File: src/rtl/comparator_serial.sv
// -----------------------------------------------------------------------------
// comparator_serial
//   Multi-cycle magnitude comparator. Operands are latched on an accepted
//   start and compared one CHUNK-bit slice per clock, most significant slice
//   first. The comparison stops at the first slice that differs.
//
// Parameters
//   WIDTH  total operand width in bits (must be a multiple of CHUNK)
//   CHUNK  bits compared per clock cycle (>= 1)
//
// Ports
//   clk          rising-edge clock
//   reset_n      asynchronous active-low reset
//   start        request a comparison (accepted only when idle)
//   signed_mode  1 = two's-complement compare, 0 = unsigned compare
//   a, b         operands
//   busy         comparison in progress
//   done         one-cycle pulse, result valid
//   lt, eq, gr   result flags, held until the next accepted start
// -----------------------------------------------------------------------------
module comparator_serial #(
   parameter int WIDTH = 16,
   parameter int CHUNK = 4
) (
   input  logic             clk,
   input  logic             reset_n,
   input  logic             start,
   input  logic             signed_mode,
   input  logic [WIDTH-1:0] a,
   input  logic [WIDTH-1:0] b,
   output logic             busy,
   output logic             done,
   output logic             lt,
   output logic             eq,
   output logic             gr
);

   localparam int NCHUNK = WIDTH / CHUNK;
   localparam int IDXW   = (NCHUNK > 1) ? $clog2(NCHUNK) : 1;

   typedef enum logic [0:0] {
      IDLE = 1'b0,
      CMP  = 1'b1
   } state_t;

   state_t            state_q;
   logic [IDXW-1:0]   idx_q;
   logic [WIDTH-1:0]  a_q;
   logic [WIDTH-1:0]  b_q;
   logic              sm_q;
   logic              busy_q;
   logic              done_q;
   logic              lt_q;
   logic              eq_q;
   logic              gr_q;

   logic [WIDTH-1:0]  a_flip_s;
   logic [WIDTH-1:0]  b_flip_s;
   logic [CHUNK-1:0]  a_chunk_s;
   logic [CHUNK-1:0]  b_chunk_s;
   logic              chunk_ne_s;
   logic              chunk_lt_s;
   logic              last_chunk_s;

   // Slice selection and per-slice compare for the current index.
   // Flipping the sign bit maps two's-complement order onto unsigned order;
   // the sign bit lives only in the top slice, so lower slices are unaffected.
   always_comb begin
      a_flip_s = a_q;
      b_flip_s = b_q;
      if (sm_q) begin
         a_flip_s[WIDTH-1] = ~a_q[WIDTH-1];
         b_flip_s[WIDTH-1] = ~b_q[WIDTH-1];
      end else begin
         a_flip_s = a_q;
         b_flip_s = b_q;
      end
      a_chunk_s    = a_flip_s[idx_q*CHUNK +: CHUNK];
      b_chunk_s    = b_flip_s[idx_q*CHUNK +: CHUNK];
      chunk_ne_s   = (a_chunk_s != b_chunk_s);
      chunk_lt_s   = (a_chunk_s <  b_chunk_s);
      last_chunk_s = (idx_q == {IDXW{1'b0}});
   end

   // Control FSM with registered status and result outputs.
   always_ff @(posedge clk or negedge reset_n) begin
      if (!reset_n) begin
         state_q <= IDLE;
         idx_q   <= {IDXW{1'b0}};
         a_q     <= {WIDTH{1'b0}};
         b_q     <= {WIDTH{1'b0}};
         sm_q    <= 1'b0;
         busy_q  <= 1'b0;
         done_q  <= 1'b0;
         lt_q    <= 1'b0;
         eq_q    <= 1'b0;
         gr_q    <= 1'b0;
      end else begin
         // done is a single-cycle pulse unless re-asserted below
         done_q <= 1'b0;
         case (state_q)
            IDLE: begin
               // Also reached in the done cycle, giving back-to-back accepts
               if (start) begin
                  a_q     <= a;
                  b_q     <= b;
                  sm_q    <= signed_mode;
                  idx_q   <= IDXW'(NCHUNK - 1);
                  lt_q    <= 1'b0;
                  eq_q    <= 1'b0;
                  gr_q    <= 1'b0;
                  busy_q  <= 1'b1;
                  state_q <= CMP;
               end else begin
                  state_q <= IDLE;
               end
            end
            CMP: begin
               if (chunk_ne_s) begin
                  // First differing slice decides the whole result
                  lt_q    <= chunk_lt_s;
                  gr_q    <= ~chunk_lt_s;
                  eq_q    <= 1'b0;
                  done_q  <= 1'b1;
                  busy_q  <= 1'b0;
                  state_q <= IDLE;
               end else if (last_chunk_s) begin
                  eq_q    <= 1'b1;
                  lt_q    <= 1'b0;
                  gr_q    <= 1'b0;
                  done_q  <= 1'b1;
                  busy_q  <= 1'b0;
                  state_q <= IDLE;
               end else begin
                  idx_q   <= idx_q - IDXW'(1);
                  state_q <= CMP;
               end
            end
            default: begin
               state_q <= IDLE;
               busy_q  <= 1'b0;
            end
         endcase
      end
   end

   assign busy = busy_q;
   assign done = done_q;
   assign lt   = lt_q;
   assign eq   = eq_q;
   assign gr   = gr_q;

endmodule

File: config.mk
export PLATFORM = sky130hd
export DESIGN_NAME = comparator_serial
export DESIGN_NICKNAME = d
export VERILOG_FILES = /design/src/rtl/comparator_serial.sv
export SDC_FILE = /design/constraint.sdc
export NUM_CORES = 1
export LEC_CHECK = 0
export BUFFER_PORTS_ARGS = -buffer_cell sky130_fd_sc_hd__buf_2
export CAP_MARGIN = 20
export CORE_MARGIN = 1
export CORE_UTILIZATION = 35
export CTS_BUF_LIST = sky130_fd_sc_hd__clkbuf_16
export DETAILED_ROUTE_END_ITERATION = 10
export PLACE_DENSITY = 0.58
export SYNTH_ARGS = -nofsm -noshare
export SYNTH_HDL_FRONTEND = slang
export SYNTH_SLANG_ARGS = --single-unit
export TNS_END_PERCENT = 20
File: constraint.sdc
create_clock -name clk -period 4.3 [get_ports clk]
set_input_delay 0.86 -clock clk [delete_from_list [all_inputs] [get_ports clk]]
set_output_delay 0.86 -clock clk [all_outputs]
set_load 0.005 [all_outputs]
==> metrics.txt <==
Post-DRT Antenna Nets=0; Worst VDD drop=0.274 mV; Tot Pwr=1590 uW; postcts setup bufs=0; Syn Std Cell Area=0.00202 mm^2; Slowest-stage cell, CP=dfrtp_1; Initial DRC Count=26; port buffer count=40; ranking of synthesized cells by area=dfrtp_1 51%, mux2_4 20%, mux4_2 8.9%; R2R depth=6; cell breakdown of the critical path=mux4_2 > ha_1 > nand4_4 > nor3b_4 > o21a_1 > a31o_1; post-synth top area share=0.507; Worst-Skew Late Latency=270 ps; Period minus WS final=2490 ps; CTS Buf Count=5; Synth Area in Compound Gates=0.0328; Core Area=0.00554 mm^2; RSZ-0062 raised after global routing=no; status=completed; number of distinct library cells after synthesis=23; TritonCTS clock tree=done; Slew HR=0.401; Power per Cell Area=660 mW/mm^2; clk_skew=5.86 ps; R2R setup slack=1810 ps; Post-DP Area=0.00227 mm^2; max-cap violation count=0; layout cells sized above 1=0.535; GR Util All Layers=0.132; number of cells on the worst hold path=1; Die W=78.1 um; Syn Area/Cell=15.8 um^2; Ant. Diodes=0; CP top delay family=flip-flops; drt pass-1 iters=4; xor/xnor share of the synthesized area=0.00865; initial antenna violation count=0; Mapped Nets=169; Pleak=0.00116 uW; Hold Violations, Final=0; clk slew on worst S/H paths=50 ps; number of hold buffers added after cts=0; post-synthesis simple-gate area fraction=0.0482; post-layout util=0.434; setup TNS=0 ps; crit path kind=register to register; Die Y-Extent=78.1 um; crit-path max cell delay=720 ps; Worst Path Arrival=2700 ps; Total Routed Length=3540 um; Final Setup Violations=0; area leader, netlist=dfrtp_1; row count=27; CP Max Fanout=11; Hold Path End=b_q[10]$_DFFE_PN0P_; DR WL/cell=14.6 um; final worst slack=1810 ps; root buf cell=clkbuf_16; pin count of the biggest net entering global routing=42; Synth Instances=128; main combinational cell family by area after synthesis=multiplexers; Worst Hold Class=register to register; fin nets=211; Slew Limit Fails=0; CP Data Required Time=4510 ps; critical path depth=6; H-tree levels=2; Worst Tran Pin Value=899 ps; CP bufs+invs=0; Finished Cell Area=0.00240 mm^2; period utilisation layout=0.580; Syn-to-layout area delta=18.8%; dpl ws=1750 ps; CP endpoint kind=register; reg2reg end=gr$_DFFE_PN0P_; RR Startpoint=idx_q[0]$_DFFE_PN0P_; Final GP Congestion=0.690; initial core utilization=0.365; first-pass GRT wire length=6110 um; multiplexer share of the synthesized area=0.323; Die ar.=0.00609 mm^2; startpoint types=register; Hold Startpoint=b_q[10]$_DFFE_PN0P_; Syn. warnings=0; GR Overflow Total=0; DR DRC count=0; Resize count post-CTS=0; DP Wirelength=2600 um; I/O pin total=41; clk sinks=41; vias per cell=4.69; #FFs+latches synth=41; Seq/Total Area, Yosys=0.507; vias in the first global route=1253; clk buf depth=2; Synth Area in Adders=0.0309; routed via count=1135; fmax=401 MHz
## Yosys cell counts (all sizes together)
| library cell | number |
|---|---|
| mux4 | 8 |
| a21oi | 4 |
| or2 | 1 |
| xor2 | 2 |
| nor2b | 2 |
| nand4 | 1 |
| nor3 | 2 |
| nor3b | 1 |
| o21ai | 6 |
| inv | 7 |
| a31o | 1 |
| nand2 | 4 |
| mux2 | 33 |
| dfrtp | 41 |
| buf | 6 |
| o21a | 1 |
| nor2 | 3 |
| ha | 5 |
## cell families (layout without fill, tap and decap cells)
family          count (synthesis)  after routing
xor+xnor                        2              2
mux                            41             41
buf+inv                        13             55
flops                          41             41
fa+ha+maj                       5              5
simple gates                   14             14
compound gates                 12             12
## cell usage in the layout (no fill, tap or decap), types with 2 or more instances in the layout
cell,Yosys,layout
nor2_1,3,3
mux2_2,6,6
mux2_4,27,27
a21oi_1,4,4
o21ai_0,6,6
ha_1,5,5
clkbuf_16,0,5
nor3_1,2,2
dfrtp_1,41,41
xor2_1,2,2
inv_1,7,8
mux4_2,8,8
buf_2,1,40
nand2_1,4,4
## metal layers
metal  routed length, um  part of all wire  global-route usage  vias up
li1                    -                 -                   -      541
met1                1600              0.45               0.166      562
met2                1750              0.49               0.215       30
met3                 169             0.048              0.0395        2
met4                  24            0.0068              0.0444        0
met5                   0                 0                   0        -
## worst register-to-register path, cell delays in order, from the launching register on
cell and delay (ps):
dfrtp_1 720, mux4_2 600, ha_1 380, nand4_4 160, nor3b_4 320, o21a_1 170
a31o_1 90
## state kept, by name, summed over array words and instances (netlist names)
register  cells
gr            1
busy          1
b_q          16
done          1
a_q          16
state_q       1
sm_q          1
eq            1
lt            1
idx_q         2
## layout make-up
| type | count | area (um^2) |
|---|---|---|
| Timing Repair Buffer | 41 | 228 |
| Inverter | 7 | 26.3 |
| Multi-Input combinational cell | 74 | 902 |
| Fill cell | 520 | 3140 |
| Sequential cell | 41 | 1030 |
| Clock buffer | 5 | 125 |
| Clock inverter | 2 | 7.51 |
| Tap cell | 72 | 90.1 |
## power breakdown
part	internal, uW	total (uW)	switching (uW)	leakage, uW
combinational	377	611	235	0.000614
sequential	540	640	100	0.000479
clock	207	336	129	0.0000685
## stage by stage
stage,hold slack [ps],std cells
6_report,498,242
5_1_grt,521,242
4_1_cts,505,242
3_5_place_dp,493,235
3_3_place_gp,487,234
2_1_floorplan,475,128
## worst max-delay path by stage
| stage | start | endpoint | slack, ps |
|---|---|---|---|
| after floorplan | idx_q[0]$_DFFE_PN0P_ | gr$_DFFE_PN0P_ | 2180 |
| after global placement | start | b_q[11]$_DFFE_PN0P_ | 1810 |
| after detailed placement | idx_q[0]$_DFFE_PN0P_ | gr$_DFFE_PN0P_ | 1750 |
| after CTS | idx_q[0]$_DFFE_PN0P_ | gr$_DFFE_PN0P_ | 1750 |
| after global routing | idx_q[0]$_DFFE_PN0P_ | idx_q[1]$_DFFE_PN0P_ | 1600 |
| final | idx_q[0]$_DFFE_PN0P_ | gr$_DFFE_PN0P_ | 1810 |
Note: power is estimated with default switching activity, not from simulation.
